[src/rtl/alu_seq_ctrl.sv]
// Sequential ALU that processes operands two bits per cycle, LSB slice first.
// Optional zero flag output enabled by defining ALU_SEQ_ZERO_FLAG_EN.
module alu_seq_ctrl #(
    parameter int unsigned NSLICE = 4
) (
    input  logic                  clk,
    input  logic                  rst,
    input  logic                  start,
    input  logic [2:0]            op,
    input  logic [2*NSLICE-1:0]   a,
    input  logic [2*NSLICE-1:0]   b,
    output logic                  busy,
    output logic                  done,
    output logic [2*NSLICE-1:0]   result,
    output logic                  carry
`ifdef ALU_SEQ_ZERO_FLAG_EN
    ,
    output logic                  zero
`endif
);

    localparam int unsigned W  = 2 * NSLICE;
    localparam int unsigned CW = (NSLICE > 1) ? $clog2(NSLICE) : 1;

    localparam logic [2:0] OP_ADD = 3'b000;
    localparam logic [2:0] OP_SUB = 3'b001;
    localparam logic [2:0] OP_AND = 3'b010;
    localparam logic [2:0] OP_OR  = 3'b011;
    localparam logic [2:0] OP_XOR = 3'b100;

    typedef enum logic [1:0] {
        IDLE = 2'd0,
        RUN  = 2'd1,
        DONE = 2'd2
    } state_t;

    state_t          state_q, state_nxt;
    logic [CW-1:0]   cnt_q, cnt_nxt;
    logic [W-1:0]    a_q, a_nxt, b_q, b_nxt;
    logic [2:0]      op_q, op_nxt;
    logic            c_q, c_nxt;
    logic [W-1:0]    result_nxt;
    logic            carry_nxt;
    logic [1:0]      a_sl, b_sl, slice;
    logic [2:0]      sum3, diff3;
    logic            cout;
    logic            last;
`ifdef ALU_SEQ_ZERO_FLAG_EN
    logic            zero_nxt;
`endif

    // Current slice arithmetic; c_q is carry for add and borrow for sub.
    always_comb begin
        a_sl  = 2'(a_q >> {cnt_q, 1'b0});
        b_sl  = 2'(b_q >> {cnt_q, 1'b0});
        sum3  = 3'(a_sl) + 3'(b_sl) + 3'(c_q);
        diff3 = 3'(a_sl) - 3'(b_sl) - 3'(c_q);
        last  = (cnt_q == CW'(NSLICE - 1));
        slice = 2'b00;
        cout  = 1'b0;
        case (op_q)
            OP_ADD: begin slice = sum3[1:0];  cout = sum3[2];  end
            OP_SUB: begin slice = diff3[1:0]; cout = diff3[2]; end
            OP_AND: slice = a_sl & b_sl;
            OP_OR:  slice = a_sl | b_sl;
            OP_XOR: slice = a_sl ^ b_sl;
            default: ;
        endcase
    end

    // Next-state and datapath update.
    always_comb begin
        state_nxt  = state_q;
        cnt_nxt    = cnt_q;
        a_nxt      = a_q;
        b_nxt      = b_q;
        op_nxt     = op_q;
        c_nxt      = c_q;
        result_nxt = result;
        carry_nxt  = carry;
`ifdef ALU_SEQ_ZERO_FLAG_EN
        zero_nxt   = zero;
`endif
        case (state_q)
            IDLE, DONE: begin
                if (start) begin
                    state_nxt  = RUN;
                    a_nxt      = a;
                    b_nxt      = b;
                    op_nxt     = op;
                    cnt_nxt    = '0;
                    c_nxt      = 1'b0;
                    result_nxt = '0;
                    carry_nxt  = 1'b0;
`ifdef ALU_SEQ_ZERO_FLAG_EN
                    zero_nxt   = 1'b0;
`endif
                end else begin
                    state_nxt = IDLE;
                end
            end
            RUN: begin
                for (int unsigned i = 0; i < NSLICE; i++) begin
                    if (cnt_q == CW'(i)) result_nxt[2*i +: 2] = slice;
                end
                c_nxt = cout;
                if (last) begin
                    state_nxt = DONE;
                    cnt_nxt   = '0;
                    carry_nxt = cout;
`ifdef ALU_SEQ_ZERO_FLAG_EN
                    zero_nxt  = (result_nxt == '0);
`endif
                end else begin
                    cnt_nxt = cnt_q + CW'(1);
                end
            end
            default: state_nxt = IDLE;
        endcase
    end

    always_ff @(posedge clk or posedge rst) begin
        if (rst) begin
            state_q <= IDLE;
            cnt_q   <= '0;
            a_q     <= '0;
            b_q     <= '0;
            op_q    <= '0;
            c_q     <= 1'b0;
            result  <= '0;
            carry   <= 1'b0;
            busy    <= 1'b0;
            done    <= 1'b0;
`ifdef ALU_SEQ_ZERO_FLAG_EN
            zero    <= 1'b0;
`endif
        end else begin
            state_q <= state_nxt;
            cnt_q   <= cnt_nxt;
            a_q     <= a_nxt;
            b_q     <= b_nxt;
            op_q    <= op_nxt;
            c_q     <= c_nxt;
            result  <= result_nxt;
            carry   <= carry_nxt;
            busy    <= (state_nxt == RUN);
            done    <= (state_nxt == DONE);
`ifdef ALU_SEQ_ZERO_FLAG_EN
            zero    <= zero_nxt;
`endif
        end
    end

endmodule

[config.mk]
export PLATFORM = sky130hd
export DESIGN_NAME = alu_seq_ctrl
export DESIGN_NICKNAME = d
export VERILOG_FILES = /design/src/rtl/alu_seq_ctrl.sv
export SDC_FILE = /design/constraint.sdc
export NUM_CORES = 1
export LEC_CHECK = 0
export ABC_AREA = 1
export CAP_MARGIN = 20
export CORE_UTILIZATION = 52
export CTS_CLUSTER_SIZE = 20
export DETAILED_ROUTE_END_ITERATION = 10
export GPL_TIMING_DRIVEN = 0
export PLACE_DENSITY = 0.78
export SETUP_SLACK_MARGIN = 0.4
export SKIP_LAST_GASP = 1
export SLEW_MARGIN = 25
export SYNTH_ARGS = -nofsm -noshare
export SYNTH_HDL_FRONTEND = slang
export SYNTH_SLANG_ARGS = --single-unit
[constraint.sdc]
create_clock -name clk -period 3.3 [get_ports clk]
set_clock_uncertainty 0.15 [all_clocks]
set_input_delay 0.99 -clock clk [delete_from_list [all_inputs] [get_ports clk]]
set_output_delay 0.99 -clock clk [all_outputs]
set_load 0.03 [all_outputs]
After elaboration in Yosys (flattened, before gate mapping). Index checks and enable logic that the tools add are counted.

$add $sub $neg: 5. Eq/ne operators: 16. Shift operators: 2. Muxes and demuxes: 18. Bitwise operators: 3. Reduce and logical (&&, ||, !) cells: 11.

Operators with widths (count): 8-bit case mux with 2 select lines (1); 8-bit by 3-bit right shift with 2-bit output (2); 2-bit two-way mux (7); 3-bit AND reduction (4); 2-bit inequality test, second input constant (5); 2-bit case mux with 5 select lines (1); 2-bit == test, second input constant (4); 8-bit two-way mux (1); 2-bit case mux with 2 select lines (2); 2-bit by 1-bit == test with 1-bit output, second input constant (3); 3-bit by 2-bit == test with 1-bit output, second input constant (2); 1-bit case mux with 2 select lines (3); 2-bit logical NOT (2); 2-bit AND reduction (2); 2-bit by 2-bit adder with 3-bit output (1); 3-bit by 1-bit adder with 3-bit output (1); 3-bit by 1-bit == test with 1-bit output, second input constant (1); 3-bit == test, second input constant (1); 3-bit logical NOT (1); 1-bit two-way mux (3); 2-bit by 2-bit subtractor with 3-bit output (1); 3-bit by 1-bit subtractor with 3-bit output (1); 2-bit by 1-bit adder with 2-bit output, second input constant (1); 2-bit AND (1); other kinds (4) (4).

Register bits after elaboration: 35. Output and inout bits: 11. Logic and storage cells: 68.

Longest topological paths before layout.
Depth in word-level cells: 6. Gate-level depth with buffers: 15. Gate-level depth less buffers: 13.

Least setup slack after synthesis. Ideal clock, no wire load.

Kind: register -> register. From: reg cnt_q[0]. To: reg result[7]. Setup time: 65 ps. Arrival time: 2343 ps. Required time: 3085 ps. Path slack: 741 ps. Cell stages (with the launch flop): 15. Path buffers: 2. Cell sequence: dfrtp_1 buf_6 clkinv_2 buf_12 nand2_2 a32oi_2 inv_2 fa_1 fa_1 inv_1 o21ai_1 inv_1 nand2_2 nand3_1 nand2_1.

Word-level cells in the longest chain between the ends: 6. Elaborated cells on any way between the ends: 15. Those cells by class: add/sub (4); eq/ne (2); shift (2); mux (3); bitwise (3); reduce/logical (1).

Ends and longest elaborated chain: from (decl) (RTL line 38) `logic [CW-1:0] cnt_q, cnt_nxt;`; from (signal assigned) (RTL line 139) `cnt_q <= cnt_nxt;`; 8-bit by 3-bit right shift with 2-bit output (on tied branches) (RTL line 54, 55); 2-bit by 2-bit subtractor with 3-bit output or 2-bit by 2-bit adder with 3-bit output (tied branches) (RTL line 57, 56); 3-bit by 1-bit subtractor with 3-bit output or 3-bit by 1-bit adder with 3-bit output (tied branches) (RTL line 57, 56); 2-bit case mux with 5 select lines (RTL line 61) `case (op_q)`; 2-bit two-way mux (RTL line 104) `if (cnt_q == CW'(i)) result_nxt[2*i +: 2] = slice;`; 8-bit case mux with 2 select lines (RTL line 84) `case (state_q)`; to (signal assigned) (RTL line 144) `result <= result_nxt;`; to (decl) (RTL line 14) `output logic [2*NSLICE-1:0] result,`.

Several ways; a longest one is shown, not always the timed one. The select of a mux whose other input is x is not followed. A chain may end at the register's enable or synchronous reset.

Worst setup path after layout.
From: reg cnt_q[0]. To: reg result[1].

Same word-level chain as after synthesis.

==> flow_summary_export.csv <==
group,metric,value,unit
cts,cts_buffers,5,
route,via_per_inst,5.00,
route,wl_met2,1.85,mm
synthesis,ys_seq_area_share,45.2,%
synthesis,syn-num-nets,252,
placed_design,dp.cells,296,
worst_setup_path,reg2reg_slack,0.61,ns
layout,nets,292,
layout,layout_commonest_cell,"nand2_1",
die,fp.dieW,63.0,um
worst_setup_path,end_kind,"register",
worst_setup_path,start_kind,"register",
layout,layout_common_cells,"nand2_1 (79), dfrtp_1 (35), clkdlybuf4s50_1 (32)",
worst_setup_path,critPathKind,"register to register",
timing,fin_crit_sh,81.4,%
timing,fmax,372,MHz
cts,cts_tree,"done",
timing,slew_headroom,54.0,%
power,p_per_area,1050,nW/um2
worst_setup_path,cp.arrival,2.72,ns
cts,clock_latency,0.29,ns
power,p_leak,1.22,nW
cts,clk_pin_slew,0.07,ns
layout,multi_input_area,907,um2
power,ir_worst_vdd,0.000462,V
cts,clock-sinks,35,
global_route,antenna_found_initial,0,
layout,antenna_cells,0,
die,ioPinCount,33,
layout,post_layout_nonfiller_instances,305,
route,firstDrtPassIters,4,
die,die_area,3970,um2
worst_setup_path,cp_cell_sequence,"buf_6 > clkinv_2 > buf_12 > nand2_2 > a32oi_4 > buf_4 > fa_1 > inv_1 > fa_1 > inv_1 > nand3_1 > nand2_1 > nor2_2 > nand2_2 > nand3_1 > nand2_1",
global_route,grt_use_total,22.3,%
layout,final_util,71.8,%
placed_design,dp_hpwl,2.65,mm
timing,drv_slew,0,
timing,finalHoldViolCount,0,
die,die_h,63.0,um
worst_setup_path,crit_buf_inv,6,
job,cap_violations,0,
synthesis,ys_seq_elements,35,
cts,cts_buffer_depth,2,
worst_setup_path,critPathTopFamily,"adder cells",
route,wl,3.65,mm
layout,layout-area-overhead-vs-synth,27.6,%
synthesis,syn_area,1940,um2
die,start_util,56.2,%
die,rows,21,
timing,rsz0062_at_grt,"false",
worst_setup_path,cp_max_fo,11,
cts,htree_levels,2,
timing,fin_tns_setup,0,ns
cts,clockRootBuffer,"clkbuf_8",
route,wl_per_cell,12.0,um
timing,tightest_slew,0.689,ns
route,met3WireLength,140,um
status,status,"completed",
layout,drive_gt1_share,19.7,%
route,top_layer_used,"met4",
route,drcViolationCount,0,
worst_hold_path,hp-class,"register to register",
synthesis,synthCells,218,
worst_setup_path,crit_slowest_cell,"fa_1",
synthesis,netlist-cell-type-count,28,
synthesis,synth_warnings,0,
route,first_iter_violations,120,
route,wl_met1,1.58,mm
placed_design,port_buffers,32,
timing,period_needed,2.69,ns
worst_setup_path,cpPeakStageDelay,0.53,ns
die,core,3440,um2
worst_setup_path,crit_required,3.34,ns
layout,ff_latch_area,876,um2
placed_design,place.gp.congestion,0.798,
timing,finalSetupViolations,0,
route,ant_nets,0,
route,vias,1526,
global_route,grt_overflow,0,
synthesis,synth.avg_cell_area,8.88,um2
global_route,grt_start_max_net_pins,36,
global_route,grt_pass1_wl,6.67,mm
global_route,grt_pass1_vias,1500,
layout,fillers,271,
## synthesized netlist by cell type, drive strengths merged
master / n / area, um2
inv: 23 / 91.3
buf: 8 / 81.3
nand2: 88 / 358
nor2: 9 / 55.1
nand3: 18 / 95.1
clkinv: 1 / 5.00
a32oi: 5 / 73.8
a21oi: 7 / 46.3
nand4: 1 / 6.26
o21ai: 10 / 61.3
dfrtp: 35 / 876
ha: 8 / 100
o22ai: 1 / 6.26
fa: 4 / 80.1
## per-stage QoR
stage / worst slack, ns / total power [mW] / hold slack [ns] / cell area [um2]
2_1_floorplan: 0.741 / 1.78 / 0.299 / 1940
3_3_place_gp: 0.522 / 2.07 / 0.313 / 2310
3_5_place_dp: 0.513 / 2.13 / 0.320 / 2310
4_1_cts: 0.491 / 2.55 / 0.340 / 2430
5_1_grt: 0.400 / 2.84 / 0.365 / 2470
6_report: 0.613 / 2.60 / 0.339 / 2470
## registers in the layout (all words and copies together), names as in the netlist, 2 cells and up
signal   flops
a_q          8
b_q          8
cnt_q        2
op_q         3
result       8
state_q      2
## final timing paths
kind,startpoint,depth (start not counted),endpoint
max,cnt_q[0],16,result[1]
min,result[7],2,result[7]
max reg2reg,cnt_q[0],16,result[1]
min reg2reg,result[7],2,result[7]
max in group asynchronous,rst,2,b_q[7]
min in group asynchronous,rst,2,carry
## cell families (layout without fill, tap and decap cells)
logic type | count (synthesis) | in the layout | share of synthesized area, %
adders and majority gates | 12 | 12 | 9.31
AOI/OAI and AO/OA | 23 | 23 | 9.70
buffers and inverters | 32 | 73 | 9.18
DFF | 35 | 35 | 45.2
and+or+nand+nor | 116 | 116 | 26.6
## cell type report
cell class / instances / share of cell area [%]
Buffer: 8 / 3.55
Clock buffer: 6 / 3.34
Clock inverter: 2 / 1.42
Inverter: 24 / 3.90
Multi-Input combinational cell: 151 / 36.7
Sequential cell: 35 / 35.5
Tap cell: 46 / 2.33
Timing Repair Buffer: 33 / 13.3
## where the power goes
part           internal [mW]  total, mW  switching [mW]
Sequential             0.607      0.723           0.116
Combinational          0.596       1.48           0.882
Clock                  0.244      0.400           0.155
Total                   1.45       2.60            1.15
## what timing repair did
| action | 4_1_cts | 5_1_grt |
|---|---|---|
| setup endpoints to repair | 0 | 4 |
| buffers inserted | 0 | 1 |
| hold endpoints to repair | 0 | 0 |
| hold buffers | 0 | 0 |
| gates resized for setup | 0 | 6 |
## per-layer routing
metal | vias to the layer above | global-route usage [%]
li1 | 770 | -
met1 | 710 | 27.3
met2 | 39 | 37.0
met3 | 7 | 6.02
met4 | 0 | 8.72
met5 | - | 0
## worst register-to-register path, delay by kind of cell (launching register included)
family          cells  cell delay [ns]
fa+ha+maj           2             0.69
compound gates      1             0.23
flops               1             0.41
buf+inv             6             0.60
simple gates        7             0.51
(Power assumes the default switching activity.)
